--- config.mk ---
export PLATFORM = sky130hd
export DESIGN_NAME = lif_neuron_core
export DESIGN_NICKNAME = d
export VERILOG_FILES = /design/src/rtl/lif_neuron_core.sv
export SDC_FILE = /design/constraint.sdc
export NUM_CORES = 1
export LEC_CHECK = 0
export CAP_MARGIN = 5
export CORE_ASPECT_RATIO = 0.5
export CORE_MARGIN = 1
export CORE_UTILIZATION = 56
export CTS_BUF_LIST = sky130_fd_sc_hd__clkbuf_2 sky130_fd_sc_hd__clkbuf_4 sky130_fd_sc_hd__clkbuf_8
export CTS_CLUSTER_DIAMETER = 150
export DETAILED_ROUTE_END_ITERATION = 10
export HOLD_SLACK_MARGIN = 0.02
export PLACE_DENSITY_LB_ADDON = 0.08
export SYNTH_ARGS = -nofsm -noshare
export SYNTH_HDL_FRONTEND = slang
export SYNTH_SLANG_ARGS = --single-unit
--- constraint.sdc ---
create_clock -name clock -period 5 [get_ports clock]
set_input_delay 1.5 -clock clock [delete_from_list [all_inputs] [get_ports clock]]
set_output_delay 1.5 -clock clock [all_outputs]
set_load 0.1 [all_outputs]
--- src/rtl/lif_neuron_core.sv ---
`default_nettype none
// ============================================================================
// Module   : lif_neuron_core
// Purpose  : Leaky integrate-and-fire postsynaptic neuron. On each accepted
//            time-step tick it latches the presynaptic spike levels. It then
//            scans the synaptic weights serially (one per cycle, index 0..N-1)
//            and sums the weights of the spiking synapses. In one final
//            update cycle it integrates, saturates, leaks and thresholds the
//            membrane potential.
// Ports    : clock, reset (async, active-high)
//            tick        - time-step strobe (ignored while busy -> overrun)
//            presyn      - presynaptic spike levels, latched on accepted tick
//            weight_sel  - synapse index being read (0 outside ACCUM)
//            weight_in   - weight of synapse weight_sel, same-cycle read
//            post_spike  - one-cycle fire pulse
//            post_sr     - postsynaptic history, bit 0 = newest step
//            vmem        - registered membrane potential
//            busy / done / overrun - status and one-cycle pulses
// Revision : 1.0 - initial release
// ============================================================================
module lif_neuron_core #(
  parameter int N_SYN     = 16,
  parameter int W_WIDTH   = 4,
  parameter int V_WIDTH   = 8,
  parameter int THRESHOLD = 40,
  parameter int LEAK      = 1,
  parameter int REFRACT   = 3,
  parameter int HIST      = 3
) (
  input  logic                     clock,
  input  logic                     reset,
  input  logic                     tick,
  input  logic [N_SYN-1:0]         presyn,
  output logic [$clog2(N_SYN)-1:0] weight_sel,
  input  logic [W_WIDTH-1:0]       weight_in,
  output logic                     post_spike,
  output logic [HIST-1:0]          post_sr,
  output logic [V_WIDTH-1:0]       vmem,
  output logic                     busy,
  output logic                     done,
  output logic                     overrun
);

  localparam int SEL_W = $clog2(N_SYN);
  // Sum of N_SYN weights of W_WIDTH bits cannot exceed this width.
  localparam int ACC_W = W_WIDTH + SEL_W;
  // One extra bit above the wider operand so vmem + acc never wraps.
  localparam int SUM_W = ((V_WIDTH > ACC_W) ? V_WIDTH : ACC_W) + 1;
  localparam int REF_W = (REFRACT > 0) ? $clog2(REFRACT + 1) : 1;

  localparam logic [SEL_W-1:0] LAST_IDX = SEL_W'(N_SYN - 1);
  localparam logic [SUM_W-1:0] V_MAX    = SUM_W'((1 << V_WIDTH) - 1);
  localparam logic [SUM_W-1:0] LEAK_S   = SUM_W'(LEAK);
  localparam logic [SUM_W-1:0] THR_S    = SUM_W'(THRESHOLD);

  typedef enum logic [1:0] {
    S_IDLE   = 2'd0,
    S_ACCUM  = 2'd1,
    S_UPDATE = 2'd2
  } state_t;

  state_t             state_q, state_d;
  logic [N_SYN-1:0]   spk_lat_q, spk_lat_d;
  logic [SEL_W-1:0]   idx_q, idx_d;
  logic [ACC_W-1:0]   acc_q, acc_d;
  logic [V_WIDTH-1:0] vmem_q, vmem_d;
  logic [REF_W-1:0]   refr_cnt_q, refr_cnt_d;
  logic [HIST-1:0]    post_sr_q, post_sr_d;
  logic               post_spike_q, post_spike_d;
  logic               done_q, done_d;
  logic               overrun_q, overrun_d;

  logic [SUM_W-1:0]   sum_raw;
  logic [SUM_W-1:0]   sum_sat;
  logic [SUM_W-1:0]   leaked;
  logic               fire;

  // Membrane arithmetic: integrate, saturate to the vmem range, then leak
  // with a floor at zero, then compare against the threshold.
  always_comb begin
    sum_raw = SUM_W'(vmem_q) + SUM_W'(acc_q);
    sum_sat = (sum_raw > V_MAX) ? V_MAX : sum_raw;
    leaked  = (sum_sat >= LEAK_S) ? (sum_sat - LEAK_S) : '0;
    fire    = (leaked >= THR_S);
  end

  always_comb begin
    state_d      = state_q;
    spk_lat_d    = spk_lat_q;
    idx_d        = idx_q;
    acc_d        = acc_q;
    vmem_d       = vmem_q;
    refr_cnt_d   = refr_cnt_q;
    post_sr_d    = post_sr_q;
    post_spike_d = 1'b0;
    done_d       = 1'b0;
    // Any tick seen outside IDLE is dropped, including one in UPDATE.
    overrun_d    = tick && (state_q != S_IDLE);
    weight_sel   = '0;

    case (state_q)
      S_IDLE: begin
        if (tick) begin
          spk_lat_d = presyn;
          acc_d     = '0;
          idx_d     = '0;
          state_d   = S_ACCUM;
        end
      end

      S_ACCUM: begin
        weight_sel = idx_q;
        if (spk_lat_q[idx_q]) begin
          acc_d = acc_q + ACC_W'(weight_in);
        end
        idx_d = idx_q + SEL_W'(1);
        if (idx_q == LAST_IDX) begin
          state_d = S_UPDATE;
        end
      end

      S_UPDATE: begin
        if (refr_cnt_q != '0) begin
          // Refractory: potential pinned at zero, input discarded.
          vmem_d     = '0;
          refr_cnt_d = refr_cnt_q - REF_W'(1);
          post_sr_d  = post_sr_q << 1;
        end else if (fire) begin
          vmem_d       = '0;
          refr_cnt_d   = REF_W'(REFRACT);
          post_spike_d = 1'b1;
          post_sr_d    = (post_sr_q << 1) | HIST'(1);
        end else begin
          vmem_d    = leaked[V_WIDTH-1:0];
          post_sr_d = post_sr_q << 1;
        end
        done_d  = 1'b1;
        state_d = S_IDLE;
      end

      default: begin
        state_d = S_IDLE;
      end
    endcase
  end

  always_ff @(posedge clock or posedge reset) begin
    if (reset) begin
      state_q      <= S_IDLE;
      spk_lat_q    <= '0;
      idx_q        <= '0;
      acc_q        <= '0;
      vmem_q       <= '0;
      refr_cnt_q   <= '0;
      post_sr_q    <= '0;
      post_spike_q <= 1'b0;
      done_q       <= 1'b0;
      overrun_q    <= 1'b0;
    end else begin
      state_q      <= state_d;
      spk_lat_q    <= spk_lat_d;
      idx_q        <= idx_d;
      acc_q        <= acc_d;
      vmem_q       <= vmem_d;
      refr_cnt_q   <= refr_cnt_d;
      post_sr_q    <= post_sr_d;
      post_spike_q <= post_spike_d;
      done_q       <= done_d;
      overrun_q    <= overrun_d;
    end
  end

  assign post_spike = post_spike_q;
  assign post_sr    = post_sr_q;
  assign vmem       = vmem_q;
  assign busy       = (state_q != S_IDLE);
  assign done       = done_q;
  assign overrun    = overrun_q;

endmodule
`default_nettype wire

## Word level (Yosys, flattened, before mapping)

Index checks and enable logic that the tools add are counted.

| word-level totals | value |
|---|---|
| register bits after elaboration | 46 |
| input bits | 23 |
| output and inout port bits | 19 |
| word-level logic and storage cells | 59 |

| cells by class | value |
|---|---|
| $add $sub $neg | 5 |
| order comparisons | 4 |
| equality and inequality tests | 6 |
| muxes and demuxes | 23 |
| reductions and logical operators | 11 |

Operators by type and width:

| cell | count |
|---|---|
| $mux W8 | 4 |
| $mux W9 | 2 |
| $pmux W8 S2 | 1 |
| $add A8 B8 Y9 | 1 |
| $ge A9 B1 Y1 const B | 1 |
| $ge A9 B6 Y1 const B | 1 |
| $gt A9 B8 Y1 const B | 1 |
| $sub A9 B1 Y9 const B | 1 |
| $add A8 B4 Y8 | 1 |
| $mux W2 | 4 |
| $mux W4 | 2 |
| $pmux W4 S2 | 1 |
| $reduce_and A2 Y1 | 4 |
| $reduce_bool A2 Y1 | 4 |
| $mux W1 | 7 |
| $ne A2 B2 Y1 const B | 3 |
| $lt A4 B5 Y1 const B | 1 |
| $add A4 B1 Y4 const B | 1 |
| $bmux W1 S4 | 1 |
| $eq A4 B4 Y1 const B | 1 |
| $pmux W2 S2 | 1 |
| $reduce_and A3 Y1 | 1 |
| $eq A2 B1 Y1 const B | 1 |
| $eq A2 B2 Y1 const B | 1 |
| 3 further kinds | 3 |

## Depth between registers and ports, before layout

Gate-level depths: netlist of the first run.

| depth | value |
|---|---|
| depth in word-level cells | 9 |
| mapped depth | 15 |
| depth with buffers taken out | 15 |

## Worst setup path before layout of the first run

No wires, ideal clock.

| timing | value |
|---|---|
| path kind | flip-flop to flip-flop |
| start point | reg vmem_q[0] (netlist: vmem[0]) |
| end point | reg refr_cnt_q[1] |
| library setup time | 0.094 ns |
| arrival | 4.176 ns |
| required time | 4.906 ns |
| setup slack | 0.730 ns |
| stages on the path, launching flop included | 16 |
| path buffers | 0 |
| period minus slack after synthesis | 4.270 ns |
| cell sequence | dfrtp_1 -> ha_1 -> fa_1 -> a21o_1 -> and4_1 -> o211a_1 -> or2_2 -> nor2_1 -> ha_1 -> nand2_1 -> xnor3_1 -> o221a_2 -> a211o_1 -> o31ai_2 -> o21ai_1 -> a221oi_2 |

| between the ends | value |
|---|---|
| word-level cells in the longest chain between the ends | 8 |
| elaborated cells on any way between the ends | 9 |
| those cells by class | add/sub (2); order compare (3); mux (2); reduce/logical (2) |

Ends and longest elaborated chain:

| what | RTL line | text |
|---|---|---|
| from (decl) | 66 | `logic [V_WIDTH-1:0] vmem_q, vmem_d;` |
| from (signal assigned) | 164 | `vmem_q <= vmem_d;` |
| $add A8 B8 Y9 * | 81 | `sum_raw = SUM_W'(vmem_q) + SUM_W'(acc_q);` |
| $gt A9 B8 Y1 | 82 | `sum_sat = (sum_raw > V_MAX) ? V_MAX : sum_raw;` |
| $mux W9 * | 82 |  |
| $sub A9 B1 Y9 or $ge A9 B1 Y1 (tied branches) | 83 | `leaked = (sum_sat >= LEAK_S) ? (sum_sat - LEAK_S) : '0;` |
| $mux W9 * | 83 |  |
| $ge A9 B6 Y1 * | 84 | `fire = (leaked >= THR_S);` |
| $reduce_bool A2 Y1 (no source line) * | n/a |  |
| $reduce_and A2 Y1 (no source line) * | n/a |  |
| to (signal assigned) | 165 | `refr_cnt_q <= refr_cnt_d;` |
| to (decl) | 67 | `logic [REF_W-1:0] refr_cnt_q, refr_cnt_d;` |

Every way passes the cells marked *; elsewhere a longest branch is shown, timed or not.
A chain may end at the register's enable or synchronous reset.

## Final worst setup path of the first run

| timing | value |
|---|---|
| start point | reg vmem_q[0] (netlist: vmem[0]) |
| end point | reg vmem_q[0] (netlist: vmem[0]) |

| between the ends | value |
|---|---|
| word-level cells in the longest chain between the ends | 8 |
| elaborated cells on any way between the ends | 9 |
| those cells by class | add/sub (2); order compare (3); mux (4) |

Ends and longest elaborated chain:

| what | RTL line | text |
|---|---|---|
| $add A8 B8 Y9 * | 81 |  |
| $gt A9 B8 Y1 | 82 |  |
| $mux W9 * | 82 |  |
| $sub A9 B1 Y9 or $ge A9 B1 Y1 (tied branches) | 83 |  |
| $mux W9 * | 83 |  |
| $ge A9 B6 Y1 | 84 |  |
| $mux W8 * | 128 | `end else if (fire) begin` |
| $mux W8 * | 123 | `if (refr_cnt_q != '0) begin` |

Marked as above.

==> qor.txt, run 1 <==
Synthesis-to-layout area growth - 21.0%
Setup crit start kind - flop
Arrival @ worst endpoint - 4.26 ns
Initial antenna violation count - 0
Initial Utilization - 60.1%
Vias/cell - 5.70
Die W - 101 um
Fraction of registers with async set/reset - 100%
FF-to-FF Start - vmem[0]
Synth warn - 0
H-tree levels - 2
WL final - 5.94 mm
Crit path kind - reg -> reg
Comb power frac - 64.9%
Total GRT Usage - 26.8%
CP peak stage delay - 0.47 ns
Max stage delay cell, worst path - fa_1
Area of the die - 5180 um2
Leakage - 1.60 nW
Cells along the critical path - ha_1 -> fa_1 -> a21o_1 -> and4_1 -> o211a_1 -> or2_2 -> nor2_1 -> ha_1 -> nand2_1 -> or3_1 -> or3_1 -> a21o_1 -> a211o_1 -> o21ai_1
CP Depth - 14
Final worst slack - 0.958 ns
Hold Crit Depth - 2
Core box area - 4550 um2
Routed Antenna Nets - 0
Vias in the first global route - 2262
Sw frac - 51.2%
TritonCTS Buffers - 5
CTS Hold Buffers Added - 0
Clock slew at reported path FFs - 0.09 ns
# IOs - 42
Clk pwr share - 9.3%
Max Clk Rate - 247 MHz
Die height - 51.4 um
TritonCTS clock tree - done
Flop pwr share - 25.8%
Top cell family by delay on the critical path - simple AND/OR/NAND/NOR gates
Worst hold start - spk_lat_q[2]
Finish-stage setup viols - 0
Largest net degree at the start of global routing - 47
First-pass iteration count of the detailed router - 4
WL/cell - 14.6 um
Setup slack, reg-to-reg - 0.96 ns
Post-synthesis cell type count - 44
NetSw - 1.27 mW
Post-synth EDFFs - 0
Status - finished, final reports clean
Final Max Slew Viols - 0
Min Clock Period, post-route - 4.04 ns
Max_cap viols - 0
Layout Nets - 382
Remaining DRCs - 0
Worst IR drop on VDD - 0.419 mV
Setup tns final - 0 ns
FF-to-FF End - vmem[0]
Ant diodes - 0
Dpl hpwl - 4.44 mm
Syn Area/Cell - 9.18 um2
Slew @ Worst Pin - 0.968 ns
Ys flop type - dfrtp_1
CP max FO - 6
CP required - 5.22 ns
Clock Skew - 0.0141 ns
Total gr overflow - 0
Root Buffer - clkbuf_8
Total Power - 2.48 mW
Int Power - 1.21 mW
R2R cell count - 14
Clock buffer depth - 2
Fin. Hold Viols - 0
Share of layout cells above drive strength 1 - 6.43%
Mapped Cells - 298
Via count - 2326
Hold crit path type - reg -> reg
Kind of end point of the critical path - flop
Placer Congestion - 0.896
Post-Place Worst Slack - 0.988 ns
Hold Crit Endpoint - spk_lat_q[2]
Postcts setup bufs - 0
Global-route wire length before repair - 10.4 mm
Worst slew margin - 35.3%
Mapped Area - 2740 um2
Post-CTS sizing - 0
Synthesized flop and latch total - 46
Seq/Total Area, Yosys - 42.1%
Worst-skew pair later-pin latency - 0.30 ns
Tcrit/Tclk final - 80.8%
Num rows - 17
Crit path buf inv count - 0
RSZ-0062 raised after global routing - no
Synth Net Count - 339
IO buf count - 41
Power Density - 749 nW/um2
CTS Sinks - 46
Initial detailed-routing violation count - 84
## state kept, by name (all words and copies together) (netlist names)
register and cells:
post_sr 3, spk_lat_q 16, acc_q 8, overrun 1, state_q 2, vmem 8, refr_cnt_q 2, done 1
post_spike 1, idx_q 4
## layout make-up
class,count,area (um2)
clock inverters,2,13.8
flip-flops and latches,46,1150
multi-input cells,236,1520
fillers,365,1240
repair buffers,44,430
inverters,8,30.0
well taps,66,82.6
clock buffers,6,76.3
## per-stage QoR
step	cell area, um2	utilization [%]	std cells	hold WS, ns
6_report	3310	72.7	408	0.478
5_1_grt	3310	72.7	408	0.521
4_1_cts	3310	72.7	408	0.484
3_5_place_dp	3220	70.7	400	0.459
3_3_place_gp	3220	70.7	400	0.456
2_1_floorplan	2740	-	298	0.440
## routing by layer
layer	track usage [%]	share of wire, %	vias to the layer above
li1	-	-	1126
met1	34.5	46	1149
met2	46.9	50	49
met3	6.16	3.3	2
met4	5.56	0.29	0
met5	0	0	-
## synth_stat cells, types with 2 or more instances
library cell | instances | area [um2]
clkbuf_1 | 8 | 30.0
a31oi_1 | 2 | 12.5
xnor2_1 | 7 | 61.3
o41ai_1 | 2 | 17.5
mux4_2 | 5 | 113
xor2_1 | 4 | 35.0
and2_1 | 10 | 62.6
or3_1 | 6 | 37.5
ha_1 | 16 | 200
nor2_1 | 19 | 71.3
a211o_1 | 3 | 26.3
fa_1 | 2 | 40.0
nor3_1 | 6 | 30.0
o21ai_0 | 11 | 55.1
o21ai_1 | 7 | 35.0
inv_1 | 8 | 30.0
nor2b_1 | 6 | 37.5
and3_1 | 3 | 18.8
nand3_1 | 11 | 55.1
nand2b_1 | 4 | 25.0
a21oi_1 | 11 | 55.1
a21o_1 | 5 | 37.5
dfrtp_1 | 46 | 1150
or2_1 | 3 | 18.8
nand2_1 | 74 | 278
## worst register-to-register path, delay by kind of cell (launching register included)
family | cells | cell delay [ns]
AND/OR/NAND/NOR | 6 | 1.54
adder cells (fa/ha/maj) | 3 | 0.91
flip-flops | 1 | 0.40
AO/OA/AOI/OAI | 5 | 1.10
## layout by cell type, fill, tap and decap left out, drive strengths merged, types with 3 or more instances in the layout
cell type / netlist / layout
nor3: 6 / 6
clkinv: 0 / 3
xor2: 4 / 4
clkdlybuf4s50: 0 / 40
mux4: 5 / 5
o21ai: 18 / 18
a21oi: 11 / 11
nand2b: 4 / 4
nor2b: 6 / 6
or3: 6 / 6
and3: 3 / 3
nand2: 74 / 74
nor2: 19 / 19
dfrtp: 46 / 46
clkbuf: 8 / 6
xnor2: 7 / 7
a21o: 5 / 5
and2: 10 / 10
ha: 16 / 16
buf: 0 / 4
inv: 8 / 7
or2: 4 / 4
a211o: 3 / 3
nand3: 11 / 11
## worst max path at each step
stage / startpoint / end / slack (ns)
floorplan: vmem[0] / refr_cnt_q[1] / 0.73
global placement: vmem[0] / vmem[5] / 1.11
detailed placement: vmem[0] / vmem[5] / 0.99
CTS: vmem[0] / vmem[1] / 0.97
global route: vmem[0] / refr_cnt_q[1] / 0.70
finish: vmem[0] / vmem[0] / 0.96
## power by group through the flow
stage	registers (mW)	clock network (mW)	logic, mW
2_1_floorplan	0.763	0	1.13
5_1_grt	0.660	0.252	1.76
4_1_cts	0.639	0.234	1.60
6_report	0.639	0.231	1.61
3_3_place_gp	0.635	0	1.55
3_5_place_dp	0.645	0	1.59
## cells by family (layout without fill, tap and decap cells)
| logic type | after synthesis | count (layout) | synth area share, % |
|---|---|---|---|
| compound gates | 53 | 53 | 13.6 |
| mux | 5 | 5 | 4.12 |
| flops | 46 | 46 | 42.1 |
| fa+ha+maj | 18 | 18 | 8.78 |
| simple gates | 148 | 148 | 24.8 |
| buf+inv | 16 | 60 | 2.20 |
| xor+xnor | 12 | 12 | 4.35 |
No activity file was read; power rests on OpenSTA's default activity.
==> run 2: changes to the inputs <==
--- a/config.mk
+++ b/config.mk
@@ -8,7 +8,7 @@
 export CAP_MARGIN = 5
 export CORE_ASPECT_RATIO = 0.5
 export CORE_MARGIN = 1
-export CORE_UTILIZATION = 56
+export CORE_UTILIZATION = 51
 export CTS_BUF_LIST = sky130_fd_sc_hd__clkbuf_2 sky130_fd_sc_hd__clkbuf_4 sky130_fd_sc_hd__clkbuf_8
 export CTS_CLUSTER_DIAMETER = 150
 export DETAILED_ROUTE_END_ITERATION = 10
==> constraint.sdc (replaced) <==
create_clock -name clock -period 3.57 [get_ports clock]
set_input_delay 1.071 -clock clock [delete_from_list [all_inputs] [get_ports clock]]
set_output_delay 1.071 -clock clock [all_outputs]
set_load 0.1 [all_outputs]
==> qor.txt, run 2 (synthesized netlist as in run 1, its figures left out) <==
WL final - 6.29 mm (+6.0%)
Dpl hpwl - 4.64 mm (+4.6%)
H-tree levels - 2 (unchanged)
IO buf count - 41 (unchanged)
Total gr overflow - 0 (unchanged)
Clock buffer depth - 2 (unchanged)
Routed Antenna Nets - 0 (unchanged)
Max Clk Rate - 271 MHz (+9.7%)
Layout Nets - 398 (+4.2%)
Via count - 2354 (+1.2%)
Kind of end point of the critical path - flop
CTS Hold Buffers Added - 0 (unchanged)
Synthesis-to-layout area growth - 28.0%
Initial antenna violation count - 0 (unchanged)
Most flop-heavy register - spk_lat_q
Global-route wire length before repair - 10.4 mm (+0.27%)
Tcrit/Tclk final - 103% (+22 points)
Ant diodes - 0 (unchanged)
CTS Sinks - 46 (unchanged)
Max_cap viols - 0 (unchanged)
# IOs - 42 (unchanged)
Remaining DRCs - 0 (unchanged)
Placed insts - 414 (+3.5%)
Root Buffer - clkbuf_8
Area of the die - 5680 um2 (+9.5%)
Commonest non-fill, non-tap cell in the layout - nand2_1
Worst slew margin - 25.4% (-9.9 points)
Final worst slack - -0.116 ns (-1.07 ns)
Hold WS - 0.477 ns (-0.000433 ns)
Largest net degree at the start of global routing - 32 (-32%)
TritonCTS Buffers - 5 (unchanged)
Placer Congestion - 0.881 (-1.6%)
Setup crit start kind - flop
Most frequent cells in the layout - 73 x nand2_1, 42 x dfrtp_1, 38 x buf_4, 22 x clkdlybuf4s50_1, 16 x nor2_1
CP required - 3.79 ns (-1.43 ns)
Initial detailed-routing violation count - 68 (-19%)
Finish-stage setup viols - 8 (+8)
Status - complete, but fails checks
Fin. Hold Viols - 0 (unchanged)
Final non-filler cell total - 428 (+4.9%)
Clock Skew - 0.0128 ns (-0.00131 ns)
Crit path kind - reg -> reg
Die W - 106 um (+4.7%)
Initial Utilization - 54.2% (-5.9 points)
Total GRT Usage - 24.1% (-2.6 points)
Layout fillers - 430 (+18%)
Max FFs per register - 16 (unchanged)
Multi-input gate area - 1630 um2 (+6.9%)
Post-Place Worst Slack - -0.142 ns (-1.13 ns)
Vias/cell - 5.50 (-3.5%)
Die height - 53.8 um (+4.6%)
TritonCTS clock tree - done
Final Max Slew Viols - 0 (unchanged)
Worst-skew pair later-pin latency - 0.31 ns (about the same)
Vias in the first global route - 2243 (-0.84%)
FF/Latch Area - 1160 um2 (+0.65%)
First-pass iteration count of the detailed router - 4 (unchanged)
Hold crit path type - reg -> reg
Clock slew at reported path FFs - 0.09 ns (about the same)
CP max FO - 3 (-3)
Num rows - 18 (+1)
Min Clock Period, post-route - 3.69 ns (-0.356 ns)
Setup tns final - -0.683 ns (-0.683 ns)
WL/cell - 14.7 um (+1.0%)
Arrival @ worst endpoint - 3.91 ns (-0.35 ns)
Failing checks - negative setup slack
Slew @ Worst Pin - 1.11 ns (+0.144 ns)
Core box area - 5040 um2 (+11%)
RSZ-0062 raised after global routing - yes
Share of layout cells above drive strength 1 - 21.2% (+15 points)
## run 2: worst paths after layout
path | startpoint | end | slack [ns] | cells past startpoint
worst min-delay path | spk_lat_q[7] | spk_lat_q[7] | 0.48 | 2
max in group asynchronous | reset | overrun | 1.64 | 3
min in group asynchronous | reset | idx_q[2] | 1.22 | 2
worst max register to register | vmem[0] | refr_cnt_q[1] | -0.12 | 15
worst max-delay path | vmem[0] | refr_cnt_q[1] | -0.12 | 15
worst min register to register | spk_lat_q[7] | spk_lat_q[7] | 0.48 | 2
## run 2: cell type report
cell class	instances	share of cell area, %
Multi-Input combinational cell	236	46.5
Sequential cell	46	33.1
Timing Repair Buffer	60	14.4
Tap cell	70	2.50
Clock buffer	6	2.18
Inverter	8	0.858
Clock inverter	2	0.393
## run 2: stage by stage
stage                     util (%)  cell area (um2)
after global routing          69.4             3500
after detailed placement      65.5             3300
after floorplan                  -             2790
after global placement        65.5             3300
after CTS                     68.3             3440
final                         69.4             3500
## run 2: what timing repair did
action	4_1_cts	5_1_grt
endpoints found under the setup margin	8	10
pin swaps	4	4
setup buffers	4	2
gates resized for setup	4	9
## run 2: routing by layer
metal / wire [um] / vias up / track usage (%)
met5: 0 / - / 0
met2: 3070 / 61 / 42.8
met4: 38 / 0 / 5.79
li1: - / 1156 / -
met1: 2880 / 1131 / 30.9
met3: 300 / 6 / 5.81
## run 2: worst max-delay path: stages, from the launching register on
cell and delay (ns):
dfrtp_4 0.50, ha_4 0.17, fa_2 0.33, a21o_1 0.19, and4_1 0.21, o211a_1 0.23, or2_4 0.27, nor2_4 0.12
ha_4 0.16, nand2_4 0.05, xnor3_1 0.19, o221a_2 0.26, a211o_1 0.28, o31ai_2 0.26, o21ai_1 0.12, a221oi_2 0.27
Power of run 2 is left out: the tool's default activity adds up to more than one toggle a clock period on the data nets, which glitch-free logic cannot reach.
